## src/rtl/dsp48a1_pkg.sv

```systemverilog
`default_nettype none
// ============================================================================
// Module      : dsp48a1_pkg
// Description : Shared constants for the DSP48A1 slice model: datapath widths,
//               OPMODE field positions, X/Z operand select encodings and the
//               carry-in source names.
// Revision    : 1.0 - initial release
// ============================================================================
package dsp48a1_pkg;

    // Datapath widths
    localparam int c_p_width  = 48;
    localparam int c_m_width  = 36;
    localparam int c_ab_width = 18;
    localparam int c_d_used   = 12;   // only D[11:0] reaches the X mux

    // OPMODE field positions
    localparam int c_op_x_lsb = 0;
    localparam int c_op_z_lsb = 2;
    localparam int c_op_cin   = 5;
    localparam int c_op_sub   = 7;

    // X select encodings (OPMODE[1:0])
    localparam logic [1:0] c_x_zero = 2'b00;
    localparam logic [1:0] c_x_m    = 2'b01;
    localparam logic [1:0] c_x_p    = 2'b10;
    localparam logic [1:0] c_x_dab  = 2'b11;

    // Z select encodings (OPMODE[3:2])
    localparam logic [1:0] c_z_zero = 2'b00;
    localparam logic [1:0] c_z_pcin = 2'b01;
    localparam logic [1:0] c_z_p    = 2'b10;
    localparam logic [1:0] c_z_c    = 2'b11;

    // Carry-in source names
    localparam string c_cin_opmode5 = "OPMODE5";
    localparam string c_cin_port    = "CARRYIN";

endpackage : dsp48a1_pkg
`default_nettype wire

```

## src/rtl/reg_mux.sv

```systemverilog
`default_nettype none
// ============================================================================
// Module      : reg_mux
// Description : Optional pipeline register. With REG != 0 the input is
//               captured on the rising clock edge when i_ce is high and
//               cleared by the synchronous reset (reset beats enable). With
//               REG == 0 the input passes straight through.
// Ports       : i_clk  - clock
//               i_rst  - synchronous active-high reset
//               i_ce   - clock enable
//               i_d    - data in  [WIDTH-1:0]
//               o_q    - data out [WIDTH-1:0]
// Revision    : 1.0 - initial release
// ============================================================================
module reg_mux #(
    parameter int WIDTH = 1,
    parameter int REG   = 1
) (
    input  logic             i_clk,
    input  logic             i_rst,
    input  logic             i_ce,
    input  logic [WIDTH-1:0] i_d,
    output logic [WIDTH-1:0] o_q
);

    generate
        if (REG != 0) begin : g_reg
            logic [WIDTH-1:0] r_q;

            always_ff @(posedge i_clk) begin
                if (i_rst) begin
                    r_q <= '0;
                end else if (i_ce) begin
                    r_q <= i_d;
                end
            end

            assign o_q = r_q;
        end else begin : g_bypass
            // Clock, reset and enable have no effect in bypass mode.
            logic w_unused;
            assign w_unused = &{1'b0, i_clk, i_rst, i_ce};
            assign o_q      = i_d;
        end
    endgenerate

endmodule : reg_mux
`default_nettype wire

```

## src/rtl/post_adder_stage.sv

```systemverilog
`default_nettype none
// ============================================================================
// Module      : post_adder_stage
// Description : Final arithmetic stage of the DSP48A1 slice. Selects the X
//               and Z operands from OPMODE, selects and optionally registers
//               the carry-in, adds or subtracts, and drives P / CARRYOUT
//               through optional output registers. P feeds back into X/Z for
//               accumulation.
// Ports       : CLK        - clock, rising edge
//               RSTP       - sync active-high reset for P, CARRYOUT and CYI
//               CEP        - enable for P and CARRYOUT registers
//               CECARRYIN  - enable for the CYI register
//               OPMODE[7:0]- [1:0] X sel, [3:2] Z sel, [5] carry, [7] subtract
//               M[35:0]    - signed multiplier product
//               D/A/B[17:0]- operands for the {D[11:0],A,B} concatenation
//               C[47:0]    - C operand
//               PCIN[47:0] - cascade input
//               CARRYIN    - external carry-in
//               P[47:0], PCOUT[47:0], CARRYOUT, CARRYOUTF - results
// Revision    : 1.0 - initial release
// ============================================================================
module post_adder_stage
    import dsp48a1_pkg::*;
#(
    parameter int    PREG        = 1,
    parameter int    CARRYOUTREG = 1,
    parameter int    CARRYINREG  = 1,
    parameter string CARRYINSEL  = "OPMODE5"
) (
    input  logic                  CLK,
    input  logic                  RSTP,
    input  logic                  CEP,
    input  logic                  CECARRYIN,
    input  logic [7:0]            OPMODE,
    input  logic [c_m_width-1:0]  M,
    input  logic [c_ab_width-1:0] D,
    input  logic [c_ab_width-1:0] A,
    input  logic [c_ab_width-1:0] B,
    input  logic [c_p_width-1:0]  C,
    input  logic [c_p_width-1:0]  PCIN,
    input  logic                  CARRYIN,
    output logic [c_p_width-1:0]  P,
    output logic [c_p_width-1:0]  PCOUT,
    output logic                  CARRYOUT,
    output logic                  CARRYOUTF
);

    logic [c_p_width-1:0] w_x;
    logic [c_p_width-1:0] w_z;
    logic                 w_cin_sel;
    logic                 w_cin;
    logic [c_p_width:0]   w_sum;
    logic [c_p_width-1:0] w_p;
    logic                 w_co;

    // Upper D bits and OPMODE[6]/[4] do not participate in this stage.
    logic w_unused;
    assign w_unused = &{1'b0, D[c_ab_width-1:c_d_used], OPMODE[6], OPMODE[4]};

    // X operand
    always_comb begin
        w_x = '0;
        case (OPMODE[c_op_x_lsb +: 2])
            c_x_zero: w_x = '0;
            c_x_m:    w_x = {{(c_p_width-c_m_width){M[c_m_width-1]}}, M};
            c_x_p:    w_x = w_p;
            c_x_dab:  w_x = {D[c_d_used-1:0], A, B};
            default:  w_x = '0;
        endcase
    end

    // Z operand
    always_comb begin
        w_z = '0;
        case (OPMODE[c_op_z_lsb +: 2])
            c_z_zero: w_z = '0;
            c_z_pcin: w_z = PCIN;
            c_z_p:    w_z = w_p;
            c_z_c:    w_z = C;
            default:  w_z = '0;
        endcase
    end

    // Carry-in source; an unrecognised source name ties carry-in low.
    always_comb begin
        w_cin_sel = 1'b0;
        if (CARRYINSEL == c_cin_opmode5) begin
            w_cin_sel = OPMODE[c_op_cin];
        end else if (CARRYINSEL == c_cin_port) begin
            w_cin_sel = CARRYIN;
        end
    end

    reg_mux #(
        .WIDTH (1),
        .REG   (CARRYINREG)
    ) u_cyi (
        .i_clk (CLK),
        .i_rst (RSTP),
        .i_ce  (CECARRYIN),
        .i_d   (w_cin_sel),
        .o_q   (w_cin)
    );

    // 49-bit arithmetic: bit 48 is the carry on add and the borrow on
    // subtract. Carry-in is folded into X before subtraction.
    always_comb begin
        w_sum = '0;
        if (OPMODE[c_op_sub]) begin
            w_sum = {1'b0, w_z} - ({1'b0, w_x} + {{c_p_width{1'b0}}, w_cin});
        end else begin
            w_sum = {1'b0, w_z} + {1'b0, w_x} + {{c_p_width{1'b0}}, w_cin};
        end
    end

    reg_mux #(
        .WIDTH (c_p_width),
        .REG   (PREG)
    ) u_preg (
        .i_clk (CLK),
        .i_rst (RSTP),
        .i_ce  (CEP),
        .i_d   (w_sum[c_p_width-1:0]),
        .o_q   (w_p)
    );

    reg_mux #(
        .WIDTH (1),
        .REG   (CARRYOUTREG)
    ) u_coreg (
        .i_clk (CLK),
        .i_rst (RSTP),
        .i_ce  (CEP),
        .i_d   (w_sum[c_p_width]),
        .o_q   (w_co)
    );

    assign P         = w_p;
    assign PCOUT     = w_p;
    assign CARRYOUT  = w_co;
    assign CARRYOUTF = w_co;

endmodule : post_adder_stage
`default_nettype wire

```

## config.mk

```make
export PLATFORM = sky130hd
export DESIGN_NAME = post_adder_stage
export DESIGN_NICKNAME = d
export VERILOG_FILES = /design/src/rtl/dsp48a1_pkg.sv /design/src/rtl/reg_mux.sv /design/src/rtl/post_adder_stage.sv
export SDC_FILE = /design/constraint.sdc
export NUM_CORES = 1
export LEC_CHECK = 0
export ABC_AREA = 0
export CAP_MARGIN = 0
export CORE_MARGIN = 10
export CORE_UTILIZATION = 43
export DETAILED_ROUTE_END_ITERATION = 10
export HOLD_SLACK_MARGIN = 0.06
export PLACE_DENSITY = 0.82
export SETUP_SLACK_MARGIN = 0.4
export SKIP_CTS_REPAIR_TIMING = 1
export SLEW_MARGIN = 20
export SYNTH_ARGS = -nofsm -noshare
export SYNTH_HDL_FRONTEND = slang
export SYNTH_HIERARCHICAL = 1
export SYNTH_SLANG_ARGS = --single-unit
```

## constraint.sdc

```tcl
create_clock -name CLK -period 6.34 [get_ports CLK]
set_input_delay 1.268 -clock CLK [delete_from_list [all_inputs] [get_ports CLK]]
set_output_delay 1.268 -clock CLK [all_outputs]
set_load 0.01 [all_outputs]
```

# Yosys cells after proc, flatten, opt, wreduce, memory -nomap -nowiden
# Index checks and enable logic that the tools add are counted.
word_totals:
  in_bits: 199
  register_bits: 50
  out_inout_bits: 98
op_classes:
  addsub: 4
  eq_ne: 6
  n_reduce_logical: 2
  muxes: 3
ops:
  columns: ["op", "count"]
  rows:
  - ["48-bit one-hot mux with 4 select lines", 2]
  - ["48-bit by 1-bit adder with 49-bit output", 1]
  - ["48-bit by 48-bit adder with 49-bit output", 1]
  - ["49-bit by 1-bit adder with 49-bit output", 1]
  - ["49-bit two-way mux", 1]
  - ["48-bit by 49-bit subtractor with 49-bit output", 1]
  - ["2-bit equality test, second input constant", 4]
  - ["2-bit by 1-bit equality test with 1-bit output, second input constant", 2]
  - ["2-bit logical NOT", 2]

# Logic depth before layout (Yosys ltp)
# Gate-level depths: netlist of the first run.
depth:
  word_depth: 5
  ltp_mapped: 20

# By module
# The synthesis of the first run kept the hierarchy.
by_module_without_submodules:
  columns: ["module", "n_inst", "seq_area_each_um2", "area_per_inst_um2", "cells_per_inst"]
  rows:
  - ["post_adder_stage", 1, 0.0, 9476.6, 1314]
  - ["reg_mux at u_preg", 1, 960.9, 1729.2, 155]
  - ["reg_mux at u_coreg ...", 2, 20.0, 33.8, 3]

# Worst setup path after synthesis of the first run
# Ideal clock, no wire load.
synth_path:
  path_kind: "input port to flip-flop"
  start: "input OPMODE[3]"
  end: "register u_preg.g_reg.r_q[45] (netlist: u_preg/o_q[45])"
  t_arrival_ns: 5.152
  slack_ns: 1.062
  setup_time_ns: 0.127
  required_ns: 6.213
  cell_stages: 18
  cell_sequence: "buf_1 clkbuf_1 mux2_2 a22o_1 ha_1 ha_1 clkbuf_1 nand4_1 nor3_1 inv_1 nor4_1 a21oi_2 a211oi_2 nor2_2 a2bb2oi_1 a211o_1 mux2i_1 nor2_1"
synth_between:
  elab_chain_cells: 5
  word_cells_on_any_way: 9
synth_rtl:
  columns: ["item", "line_no", "source"]
  rows:
  - ["start: declaration", "post_adder_stage.sv:34", "input logic [7:0] OPMODE,"]
  - ["2-bit equality test (tied with other cells)", "post_adder_stage.sv:75", "case (OPMODE[c_op_z_lsb +: 2])"]
  - ["48-bit one-hot mux with 4 select lines *", "post_adder_stage.sv:75", null]
  - ["48-bit by 48-bit adder with 49-bit output", "post_adder_stage.sv:112", "w_sum = {1'b0, w_z} + {1'b0, w_x} + {{c_p_width{1'b0}}, w_cin};"]
  - ["49-bit by 1-bit adder with 49-bit output", "post_adder_stage.sv:112", null]
  - ["49-bit two-way mux *", "post_adder_stage.sv:109", "if (OPMODE[c_op_sub]) begin"]
  - ["net w_sum[45]", "post_adder_stage.sv:52", "logic [c_p_width:0] w_sum;"]
  - ["end signal: assignment", "reg_mux.sv:34", "r_q <= i_d;"]
  - ["end: declaration", "reg_mux.sv:28", "logic [WIDTH-1:0] r_q;"]
# Mark *: on every way through the listed nets, which the timed path passes. The rest lies on a longest branch.
# A chain may end at the register's enable or synchronous reset.

# Final worst setup path of the first run
layout_path:
  start: "input OPMODE[3]"
  end: "register u_preg.g_reg.r_q[32] (netlist: u_preg/o_q[32])"
# The elaborated chain is that of the path after synthesis.

==> flow_metrics.env, run 1 <==
export IMPL_post_layout_total_power_mw=3.28
export IMPL_final_util_pct=54.5
export IMPL_die_area_um2=33100
export IMPL_netSwitchingFraction_pct=48.2
export IMPL_ctsLongestPathBuffers=2
export IMPL_number_of_buffer_cells_added_on_primary_ports=287
export IMPL_global_route_usage_met2_pct=37.5
export IMPL_crit_cells=17
export IMPL_tritoncts_clock_tree="yes"
export IMPL_period_share_pct=87.2
export IMPL_synth_largest_area_cell="sky130_fd_sc_hd__ha_1"
export IMPL_slowest_stage="sky130_fd_sc_hd__a21oi_1"
export IMPL_gr_util_met3_pct=4.71
export IMPL_synth_top_cell_area_share_pct=15.4
export IMPL_combPwrFrac_pct=75.6
export IMPL_drcViolationCount=0
export IMPL_timing_critical_path_slowest_cell_delay_ns=0.42
export IMPL_cts_htree_levels=2
export IMPL_finalWeightedCongestion=0.991
export IMPL_critical_path_cell_chain="buf_2, nor2b_4, buf_4, a22o_1, ha_1, ha_1, o21a_1, a2111oi_0, nor3_1, a21oi_1, a211oi_1, o41ai_1, xnor2_1, nand2_1, o21ai_0, mux2i_1, nor2_1"
export IMPL_synth_lib_cells_used_distinct=99
export IMPL_worst_reg2reg_path_depth=16
export IMPL_p_leak_nw=6.28
export IMPL_floorplan_rows=59
export IMPL_post_layout_cell_count=2006
export IMPL_route_detailed_vias_per_inst=5.86
export IMPL_io_pins=297
export IMPL_totalNegativeSetupSlack_ns=0
export IMPL_initial_drc_count=878
export IMPL_grt_first_pass_wirelength_um=62500
export IMPL_cts_sinks=50
export IMPL_detailed_routing_iteration_count_for_the_pre_antenna_repair_pass=5
export IMPL_postPlaceCellArea_um2=14000
export IMPL_power_frac_seq_pct=14.2
export IMPL_timing_hold_worst_path_depth=2
export IMPL_critPathTopFamily="compound AO/OA/AOI/OAI gates"
export IMPL_grt_antenna_before_repair=1
export IMPL_synth_most_common_cell="sky130_fd_sc_hd__ha_1"
export IMPL_ys_top_cells_by_area="sky130_fd_sc_hd__ha_1 (15%), sky130_fd_sc_hd__mux2_2 (9.5%), sky130_fd_sc_hd__dfxtp_1 (8.9%)"
export IMPL_grt_most_used_layer="met2"
export IMPL_power_density_nw_per_um2=232
export IMPL_postSynthAreaPerCell_um2=7.64
export IMPL_worstReg2RegStart="u_preg/o_q[0]$_SDFFE_PP0P_"
export IMPL_ant_nets=0
export IMPL_cap_viol_max_count=0
export IMPL_path_clk_slew_ns=0.08
export IMPL_layout_min_cycle_time_ns=5.53
export IMPL_fmax_ghz=0.181
export IMPL_unrepaired_setup_endpoints_after_global_routing="false"
export IMPL_ys_top_cells_by_count="sky130_fd_sc_hd__ha_1 (139), sky130_fd_sc_hd__inv_1 (121), sky130_fd_sc_hd__nor2_1 (118)"
export IMPL_fin_area_um2=14100
export IMPL_global_routing_usage_summed_across_all_routing_layers_pct=22.6
export IMPL_worst_hold_startpoint="u_preg/o_q[38]$_SDFFE_PP0P_"
export IMPL_worst_pin_slew_ns=0.931
export IMPL_maximum_number_of_pins_on_one_net_before_global_route_repair=75
export IMPL_gr_total_overflow=0
export IMPL_worst_endpoint_arrival_ns=5.71
export IMPL_worstPathRequired_ns=6.52
export IMPL_setup_worst_path_end_class="flop"
export IMPL_synthesis_yosys_warnings=6
export IMPL_finish_net_count=2011
export IMPL_synthArstFlopShare_pct=0
export IMPL_drive_above_1_share_pct=10.0
export IMPL_worst_skew_pair_late_latency_ns=0.31
export IMPL_fp_dieW_um=182
export IMPL_postRouteWirelength_um=39700
export IMPL_gr_util_met1_pct=28.9
export IMPL_critical_path_most_common_cell="sky130_fd_sc_hd__ha_1"
export IMPL_synth_edf_count=0
export IMPL_final_report_max_slew_violation_count=0
export IMPL_post_synth_inst_count=1475
export IMPL_outcome="complete, no violations"
export IMPL_worstSetupStartpointType="primary input"
export IMPL_cellInternalPower_mw=1.70
export IMPL_final_setup_skew_ns=0.0134
export IMPL_routed_wire_length_per_instance_um=19.8
export IMPL_vdd_ir_drop_worst_uv=118
export IMPL_setup_worst_path_start="OPMODE[3]"
export IMPL_timing_critical_path_fanout_max=31
export IMPL_floorplan_initialDensity_pct=43.5
export IMPL_clock_buffer_count_from_cts=5
export IMPL_dieHeight_um=182
export IMPL_synthesis_nets=1817
export IMPL_timing_final_hold_violations=0
export IMPL_core_area_um2=25900
export IMPL_clkPwrFrac_pct=10.2
export IMPL_netSwitchingPower_mw=1.58
export IMPL_postSynth_topFlopCell="sky130_fd_sc_hd__dfxtp_1"
export IMPL_synthToLayoutAreaGrowth_pct=25.3
export IMPL_hp_class="reg2reg"
export IMPL_via_count=11753
export IMPL_setup_viol=0
export IMPL_ctsRootBufferMaster="sky130_fd_sc_hd__clkbuf_16"
export IMPL_post_synth_instance_area_um2=11300
export IMPL_placed_cells_incl_taps=1997
export IMPL_synth_seq_cells=50
export IMPL_cp_num_buf_inv=2
export IMPL_synth_yosys_seq_area_share_pct=8.88
export IMPL_number_of_global_route_vias_before_repair=11908
export IMPL_detailedPlacementHpwl_um=32000
export IMPL_crit_path_kind="in2reg"
export IMPL_slew_headroom_pct=37.9
[final timing paths]
path	endpoint	slack, ns
worst max register to register	u_preg/o_q[36]$_SDFFE_PP0P_	1.90
worst min-delay path	u_preg/o_q[38]$_SDFFE_PP0P_	0.56
worst max-delay path	u_preg/o_q[32]$_SDFFE_PP0P_	0.81
worst min register to register	u_preg/o_q[38]$_SDFFE_PP0P_	0.56
[layout make-up]
cell class,instances,area [µm²]
Timing Repair Buffer,309,3020
Inverter,123,462
Sequential cell,50,1000
Multi-Input combinational cell,1180,9060
Antenna cell,1,2.50
Clock inverter,3,40.0
Clock buffer,5,125
Tap cell,335,419
Fill cell,2421,11800
[registers in the layout, indices dropped and copies added, names as in the netlist]
register,count
u_preg/o_q,48
u_coreg/o_q,1
u_cyi/o_q,1
[power by group through the flow]
stage / Sequential, mW / Combinational (mW) / Clock [mW]
2_1_floorplan: 0.471 / 1.73 / 0
3_3_place_gp: 0.468 / 2.40 / 0
3_5_place_dp: 0.471 / 2.44 / 0
4_1_cts: 0.465 / 2.45 / 0.345
5_1_grt: 0.477 / 2.71 / 0.351
6_report: 0.465 / 2.48 / 0.335
[logic make-up (layout without fill, tap and decap cells)]
family | count (synthesis) | count (layout) | synth area share (%)
adders and majority gates | 143 | 143 | 16.1
DFF | 50 | 50 | 8.88
muxes | 159 | 159 | 15.2
xor gates and xnor gates | 69 | 69 | 5.36
other | 0 | 1 | 0
AOI/OAI and AO/OA | 449 | 449 | 28.5
and+or+nand+nor | 360 | 360 | 15.1
buffers and inverters | 245 | 440 | 10.9
[placed cells by master (no fill, tap or decap), types with 4 or more instances in the layout]
cell type / count
sky130_fd_sc_hd__a31oi_1: 7
sky130_fd_sc_hd__a311oi_1: 5
sky130_fd_sc_hd__mux2i_1: 63
sky130_fd_sc_hd__buf_2: 6
sky130_fd_sc_hd__clkdlybuf4s50_1: 280
sky130_fd_sc_hd__a211o_1: 6
sky130_fd_sc_hd__or3_1: 7
sky130_fd_sc_hd__nor2b_1: 9
sky130_fd_sc_hd__xor2_1: 33
sky130_fd_sc_hd__nand3_1: 22
sky130_fd_sc_hd__dfxtp_1: 50
sky130_fd_sc_hd__xnor2_1: 36
sky130_fd_sc_hd__buf_4: 22
sky130_fd_sc_hd__a211oi_1: 9
sky130_fd_sc_hd__o31ai_1: 10
sky130_fd_sc_hd__clkbuf_16: 5
sky130_fd_sc_hd__and3_1: 9
sky130_fd_sc_hd__o2111ai_1: 5
sky130_fd_sc_hd__o41ai_1: 4
sky130_fd_sc_hd__nor3_1: 19
sky130_fd_sc_hd__o211ai_1: 7
sky130_fd_sc_hd__nand2_1: 104
sky130_fd_sc_hd__and2_1: 7
sky130_fd_sc_hd__nor4_1: 4
sky130_fd_sc_hd__mux2_2: 95
sky130_fd_sc_hd__nand4_1: 18
sky130_fd_sc_hd__a21o_1: 46
sky130_fd_sc_hd__a21oi_1: 116
sky130_fd_sc_hd__inv_1: 121
sky130_fd_sc_hd__a22oi_1: 13
sky130_fd_sc_hd__ha_1: 139
sky130_fd_sc_hd__nor3b_1: 5
sky130_fd_sc_hd__a22o_1: 71
sky130_fd_sc_hd__o21a_1: 17
sky130_fd_sc_hd__o21bai_1: 17
sky130_fd_sc_hd__a21boi_0: 6
sky130_fd_sc_hd__fa_1: 4
sky130_fd_sc_hd__nand2b_1: 14
sky130_fd_sc_hd__nor2_1: 118
sky130_fd_sc_hd__o21ai_0: 61
[metrics by stage]
step | setup slack, ns | hold slack, ns
2_1_floorplan | 1.06 | 0.522
5_1_grt | 0.489 | 0.589
3_3_place_gp | 0.639 | 0.544
3_5_place_dp | 0.551 | 0.554
6_report | 0.808 | 0.561
4_1_cts | 0.852 | 0.567
[layer usage]
layer / up-vias / share of wire (%) / routed length (µm)
met5: - / 0 / 0
met4: 0 / 2.2 / 873
met3: 49 / 7.2 / 2870
met2: 435 / 46 / 18200
met1: 5599 / 45 / 17700
li1: 5670 / - / -
[worst register-to-register path, delay by kind of cell (launching register included)]
family	cells	cell delay [ns]
muxes	3	0.59
and+or+nand+nor	5	0.89
adders and majority gates	2	0.91
buffers and inverters	1	0.10
AOI/OAI and AO/OA	5	1.43
DFF	1	0.36
Note: power is estimated with default switching activity, not from simulation.
==> run 2, diff against run 1 <==
- ABC_AREA: 0 -> 1
- HOLD_SLACK_MARGIN: 0.06 -> 0.1
- PLACE_DENSITY: 0.82 -> 0.8
==> run 2 against run 1 <==
- cell area increased by 15%
- sequential share of layout area shrank 0.92 points
- synthesized cell count grew 71%
- sequential power down 12%
- synthesized area is 16% higher
- clock skew rose by 0.0028 ns
- final cell count up 57%
- count of clock-buffer cells in the layout increased by 1
- register-to-register slack gained 0.58 ns
- via count is 45% higher
- critical path depth increased by 8
- largest power group unchanged
==> flow_metrics.env, run 2 <==
export IMPL_outcome="complete, no violations"
export IMPL_synthToLayoutAreaGrowth_pct=23.9
export IMPL_worst_endpoint_arrival_ns=5.79
export IMPL_ctsLongestPathBuffers=2
export IMPL_timing_final_hold_violations=0
export IMPL_core_area_um2=29900
export IMPL_path_clk_slew_ns=0.08
export IMPL_cts_htree_levels=2
export IMPL_gr_total_overflow=0
export IMPL_vdd_ir_drop_worst_uv=104
export IMPL_tritoncts_clock_tree="yes"
export IMPL_finish_net_count=3091
export IMPL_setup_viol=0
export IMPL_postSynth_topFlopCell="sky130_fd_sc_hd__dfxtp_1"
export IMPL_ant_nets=0
export IMPL_setup_worst_path_start="OPMODE[3]"
export IMPL_crit_path_kind="in2reg"
export IMPL_global_routing_usage_summed_across_all_routing_layers_pct=32.1
export IMPL_synth_edf_count=0
export IMPL_post_layout_total_power_mw=3.40
export IMPL_clock_buffer_count_from_cts=5
export IMPL_ctsRootBufferMaster="sky130_fd_sc_hd__clkbuf_16"
export IMPL_maximum_number_of_pins_on_one_net_before_global_route_repair=62
export IMPL_critPathCapture="u_coreg/o_q$_SDFFE_PP0P_"
export IMPL_p_leak_nw=8.70
export IMPL_period_share_pct=87.8
export IMPL_initial_drc_count=1938
export IMPL_top_library_cells_by_usage_in_the_layout_fill_and_taps_aside="sky130_fd_sc_hd__nand2_1 (849), sky130_fd_sc_hd__inv_1 (450), sky130_fd_sc_hd__clkdlybuf4s50_1 (285), sky130_fd_sc_hd__nor2_1 (256), sky130_fd_sc_hd__a21oi_1 (171)"
export IMPL_unrepaired_setup_endpoints_after_global_routing="false"
export IMPL_totalNegativeSetupSlack_ns=0
export IMPL_synthArstFlopShare_pct=0
export IMPL_r2r_setup_slack_ns=2.48
export IMPL_fp_dieW_um=195
export IMPL_worstSetupStartpointType="primary input"
export IMPL_cts_sinks=50
export IMPL_final_report_max_slew_violation_count=0
export IMPL_place_worst_setup_slack_ns=0.592
export IMPL_timing_critical_path_fanout_max=15
export IMPL_number_of_global_route_vias_before_repair=16464
export IMPL_detailedPlacementHpwl_um=55600
export IMPL_grt_antenna_before_repair=0
export IMPL_setup_worst_path_end_class="flop"
export IMPL_synth_seq_cells=50
export IMPL_worst_r2r_endpoint="u_coreg/o_q$_SDFFE_PP0P_"
export IMPL_worst_reg2reg_path_depth=21
export IMPL_synth_most_common_cell="sky130_fd_sc_hd__nand2_1"
export IMPL_via_count=17099
export IMPL_drcViolationCount=0
export IMPL_ys_top_cells_by_area="sky130_fd_sc_hd__nand2_1 (24%), sky130_fd_sc_hd__ha_1 (13%), sky130_fd_sc_hd__inv_1 (13%)"
export IMPL_worst_skew_pair_late_latency_ns=0.33
export IMPL_layout_min_cycle_time_ns=5.56
export IMPL_routed_wire_length_per_instance_um=20.4
export IMPL_postRouteWirelength_um=64000
export IMPL_worstPathRequired_ns=6.56
export IMPL_fin_area_um2=16200
export IMPL_fillCellCount=3215
export IMPL_fmax_ghz=0.180
export IMPL_worst_pin_slew_ns=0.790
export IMPL_final_common_cell="sky130_fd_sc_hd__nand2_1"
export IMPL_floorplan_rows=63
export IMPL_power_density_nw_per_um2=209
export IMPL_synthesis_nets=2867
export IMPL_synth_lib_cells_used_distinct=45
export IMPL_largest_register_ffs=48
export IMPL_final_setup_skew_ns=0.0163
export IMPL_dieHeight_um=195
export IMPL_synth_top_cell_area_share_pct=24.3
export IMPL_grt_first_pass_wirelength_um=94800
export IMPL_route_detailed_vias_per_inst=5.45
export IMPL_io_pins=297
export IMPL_worstReg2RegStart="u_preg/o_q[43]$_SDFFE_PP0P_"
export IMPL_post_synth_inst_count=2525
export IMPL_detailed_routing_iteration_count_for_the_pre_antenna_repair_pass=7
export IMPL_placed_cells_incl_taps=3132
export IMPL_hp_class="reg2reg"
export IMPL_antenna_diode_count=0
export IMPL_cap_viol_max_count=0
export IMPL_synthesis_yosys_warnings=6
export IMPL_drive_above_1_share_pct=4.07
export IMPL_post_synth_instance_area_um2=13100
export IMPL_number_of_buffer_cells_added_on_primary_ports=287
export IMPL_post_route_worst_setup_slack_ns=0.776
export IMPL_ys_top_cells_by_count="sky130_fd_sc_hd__nand2_1 (849), sky130_fd_sc_hd__inv_1 (450), sky130_fd_sc_hd__nor2_1 (259)"
export IMPL_post_layout_cell_count=3140
export IMPL_finalWeightedCongestion=1.01
export IMPL_synth_largest_area_cell="sky130_fd_sc_hd__nand2_1"
export IMPL_slew_headroom_pct=46.8
export IMPL_postPlaceCellArea_um2=16100
export IMPL_synth_yosys_seq_area_share_pct=7.64
export IMPL_floorplan_initialDensity_pct=43.9
export IMPL_postSynthAreaPerCell_um2=5.19
export IMPL_die_area_um2=37900
## run 2: logic make-up (layout without fill, tap and decap cells)
kind of cell    Yosys count  in the layout  share of synthesized area [%]
compound gates          401            401                           17.0
flops                    50             50                           7.64
fa+ha+maj               143            143                           13.9
mux                       2              2                          0.162
buf+inv                 570            795                           18.3
simple gates           1346           1346                           42.1
xor+xnor                 13             13                          0.869
## run 2: per-layer routing
metal  routed length, µm  global-route usage (%)
met2               26900                    48.6
met3                6490                    6.25
met1               28400                    44.0
met4                2270                    11.2
met5                   0                       0
## run 2: how the worst min path moves through the flow
stage / from / endpoint / slack (ns) / depth (start not counted)
floorplan: u_preg/o_q[11]$_SDFFE_PP0P_ / u_preg/o_q[11]$_SDFFE_PP0P_ / 0.52 / 2
global placement: u_preg/o_q[7]$_SDFFE_PP0P_ / u_preg/o_q[7]$_SDFFE_PP0P_ / 0.49 / 2
detailed placement: u_preg/o_q[7]$_SDFFE_PP0P_ / u_preg/o_q[7]$_SDFFE_PP0P_ / 0.50 / 2
CTS: u_preg/o_q[7]$_SDFFE_PP0P_ / u_preg/o_q[7]$_SDFFE_PP0P_ / 0.51 / 2
global route: u_preg/o_q[46]$_SDFFE_PP0P_ / u_preg/o_q[46]$_SDFFE_PP0P_ / 0.54 / 2
finish: u_preg/o_q[41]$_SDFFE_PP0P_ / u_preg/o_q[41]$_SDFFE_PP0P_ / 0.52 / 2
## run 2: layout make-up
type,count,area (µm²),share of cell area (%)
multi-input cells,1905,9720,59.8
well taps,390,488,3.00
clock buffers,6,129,0.793
repair buffers,320,3110,19.2
flip-flops and latches,50,1000,6.16
inverters,467,1760,10.8
clock inverters,2,37.5,0.231
## run 2: power breakdown
part,total (mW),internal [mW],switching (mW)
Sequential,0.410,0.354,0.0563
Clock,0.354,0.188,0.166
Combinational,2.63,0.912,1.72
Total,3.40,1.45,1.94
## run 2: critical path, cell delays in order
cell,delay (ns)
sky130_fd_sc_hd__clkdlybuf4s50_1,0.55
sky130_fd_sc_hd__inv_2,0.13
sky130_fd_sc_hd__nor2_2,0.04
sky130_fd_sc_hd__inv_1,0.43
sky130_fd_sc_hd__buf_4,0.27
sky130_fd_sc_hd__o21ai_0,0.08
sky130_fd_sc_hd__a21oi_1,0.50
sky130_fd_sc_hd__ha_1,0.33
sky130_fd_sc_hd__inv_1,0.11
sky130_fd_sc_hd__ha_1,0.37
sky130_fd_sc_hd__nand2_1,0.13
sky130_fd_sc_hd__inv_1,0.07
sky130_fd_sc_hd__nand2_1,0.09
sky130_fd_sc_hd__nor3_1,0.24
sky130_fd_sc_hd__nand2_1,0.11
sky130_fd_sc_hd__nor2_1,0.10
sky130_fd_sc_hd__nand2_1,0.07
sky130_fd_sc_hd__nand3_1,0.09
sky130_fd_sc_hd__nand2_1,0.05
sky130_fd_sc_hd__nand3_1,0.25
sky130_fd_sc_hd__nand2_1,0.22
sky130_fd_sc_hd__inv_1,0.10
sky130_fd_sc_hd__nand2_1,0.05
sky130_fd_sc_hd__nand2_1,0.10
sky130_fd_sc_hd__nor2_2,0.03
## run 2: stage by stage
stage,util [%],hold WS (ns)
after floorplan,-,0.515
after CTS,54.4,0.515
after global routing,54.4,0.536
after detailed placement,53.8,0.503
final,54.4,0.517
after global placement,53.8,0.494
==> run 3, diff against run 2 <==
- ABC_CLOCK_PERIOD_IN_PS: default -> 6340
- RECOVER_POWER: default -> 100
==> run 3 against run 2 <==
- clock power about the same
- total power down 1.2%
- count of clock-buffer cells in the layout unchanged
- setup slack worse by 0.22 ns
- global-route usage unchanged
- combinational power about the same
- flip-flop and latch count unchanged
- cell area down 0.15%
- fmax down 3.8%
- sequential share of layout area about the same
- utilization down 0.079 points
- largest cell class unchanged
- highest routed layer unchanged
==> flow_metrics.env, run 3 (synthesis gave the netlist of run 2 again) <==
export IMPL_outcome="complete, no violations"
export IMPL_worst_endpoint_arrival_ns=6.04
export IMPL_ctsRootBufferMaster="sky130_fd_sc_hd__clkbuf_16"
export IMPL_via_count=17137
export IMPL_power_density_nw_per_um2=207
export IMPL_clock_buffer_count_from_cts=5
export IMPL_fmax_ghz=0.173
export IMPL_route_detailed_vias_per_inst=5.46
export IMPL_number_of_buffer_cells_added_on_primary_ports=287
export IMPL_finalWeightedCongestion=1.01
export IMPL_worst_pin_slew_ns=0.780
export IMPL_drive_above_1_share_pct=3.78
export IMPL_critical_path_most_common_cell="sky130_fd_sc_hd__nand2_1"
export IMPL_largest_register_ffs=48
export IMPL_final_common_cell="sky130_fd_sc_hd__nand2_1"
export IMPL_hp_class="reg2reg"
export IMPL_cts_htree_levels=2
export IMPL_dieHeight_um=195
export IMPL_global_routing_usage_summed_across_all_routing_layers_pct=32.1
export IMPL_fp_dieW_um=195
export IMPL_antenna_diode_count=0
export IMPL_top_library_cells_by_usage_in_the_layout_fill_and_taps_aside="sky130_fd_sc_hd__nand2_1 (854), sky130_fd_sc_hd__inv_1 (450), sky130_fd_sc_hd__nor2_1 (256), sky130_fd_sc_hd__clkdlybuf4s50_1 (185), sky130_fd_sc_hd__a21oi_1 (172)"
export IMPL_timing_final_hold_violations=0
export IMPL_detailedPlacementHpwl_um=55600
export IMPL_worst_skew_pair_late_latency_ns=0.33
export IMPL_totalNegativeSetupSlack_ns=0
export IMPL_routed_wire_length_per_instance_um=20.4
export IMPL_floorplan_rows=63
export IMPL_final_report_max_slew_violation_count=0
export IMPL_maximum_number_of_pins_on_one_net_before_global_route_repair=62
export IMPL_final_util_pct=54.3
export IMPL_floorplan_initialDensity_pct=43.9
export IMPL_period_share_pct=91.2
export IMPL_grt_antenna_before_repair=0
export IMPL_ctsLongestPathBuffers=2
export IMPL_critical_path_cell_chain="dlygate4sd3_1, nand2_1, inv_1, clkbuf_1, buf_4, nand2_1, o21ai_0, a21o_1, ha_1, ha_1, a21oi_1, o21ai_0, inv_1, nand2_1, a21oi_1, nor2_1, o21ai_1, nand3_1, nand2_1, inv_1, nand2_1, nand2_1, nor2_1"
export IMPL_cts_sinks=50
export IMPL_worstSetupStartpointType="primary input"
export IMPL_path_clk_slew_ns=0.08
export IMPL_die_area_um2=37900
export IMPL_gr_total_overflow=0
export IMPL_timing_critical_path_fanout_max=11
export IMPL_fin_area_um2=16200
export IMPL_critPathTopFamily="buffers and inverters"
export IMPL_slew_headroom_pct=47.4
export IMPL_postPlaceCellArea_um2=16100
export IMPL_grt_first_pass_wirelength_um=94800
export IMPL_detailed_routing_iteration_count_for_the_pre_antenna_repair_pass=6
export IMPL_initial_drc_count=1904
export IMPL_number_of_global_route_vias_before_repair=16464
export IMPL_vdd_ir_drop_worst_uv=103
export IMPL_slowest_stage="sky130_fd_sc_hd__dlygate4sd3_1"
export IMPL_ant_nets=0
export IMPL_crit_path_kind="in2reg"
export IMPL_drcViolationCount=0
export IMPL_core_area_um2=29900
export IMPL_p_leak_nw=8.91
export IMPL_worstPathRequired_ns=6.60
export IMPL_unrepaired_setup_endpoints_after_global_routing="false"
export IMPL_finish_net_count=3091
export IMPL_synthToLayoutAreaGrowth_pct=23.7
export IMPL_setup_viol=0
export IMPL_cp_num_buf_inv=6
export IMPL_post_layout_cell_count=3140
export IMPL_setup_worst_path_end_class="flop"
export IMPL_layout_min_cycle_time_ns=5.78
export IMPL_timing_critical_path_slowest_cell_delay_ns=0.69
export IMPL_post_layout_total_power_mw=3.36
export IMPL_fillCellCount=3222
export IMPL_placed_cells_incl_taps=3132
export IMPL_final_setup_skew_ns=0.0157
export IMPL_tritoncts_clock_tree="yes"
export IMPL_postRouteWirelength_um=63900
export IMPL_io_pins=297
export IMPL_cap_viol_max_count=0
run 3: cell types whose count changed in the layout (fill, tap and decap cells not counted), sizes merged:
cell	previous run	this run
clkdlybuf4s50	285	185
dlygate4sd3	0	100
clkbuf	6	7
buf	35	34
run 3: path summary, 6_finish.rpt:
kind	startpoint	endpoint	slack [ns]	depth (start not counted)
max	OPMODE[3]	u_preg/o_q[29]$_SDFFE_PP0P_	0.56	23
max reg2reg	u_preg/o_q[43]$_SDFFE_PP0P_	u_coreg/o_q$_SDFFE_PP0P_	2.46	21
min reg2reg	u_preg/o_q[41]$_SDFFE_PP0P_	u_preg/o_q[41]$_SDFFE_PP0P_	0.51	2
min	u_preg/o_q[41]$_SDFFE_PP0P_	u_preg/o_q[41]$_SDFFE_PP0P_	0.51	2
run 3: metrics by stage:
| stage | setup WS, ns | hold slack [ns] |
|---|---|---|
| floorplan | 2.29 | 0.515 |
| global placement | 0.670 | 0.494 |
| detailed placement | 0.592 | 0.503 |
| CTS | 0.919 | 0.515 |
| global route | 0.287 | 0.531 |
| finish | 0.559 | 0.511 |
run 3: final cells by class:
cell class,instances,area [µm²],share of cell area (%)
clock inverters,2,37.5,0.231
well taps,390,488,3.01
inverters,467,1760,10.8
multi-input cells,1905,9700,59.8
clock buffers,6,129,0.795
flip-flops and latches,50,1000,6.17
repair buffers,320,3110,19.2
run 3: per-layer routing:
metal	vias to the layer above	wire length [µm]	GRT usage (%)
met5	-	0	0
met4	0	2240	11.2
met3	104	6620	6.25
met2	857	26900	48.6
met1	7889	28200	44.0
li1	8287	-	-
run 3: power by group:
group / total (mW) / internal [mW] / switching, mW
registers: 0.407 / 0.354 / 0.0528
clock network: 0.353 / 0.188 / 0.165
logic: 2.60 / 0.879 / 1.72
total: 3.36 / 1.42 / 1.94
run 3: worst min-delay path, delay by kind of cell (launching register included):
kind             cells  cell delay, ns
and+or+nand+nor      2            0.14
DFF                  1            0.34
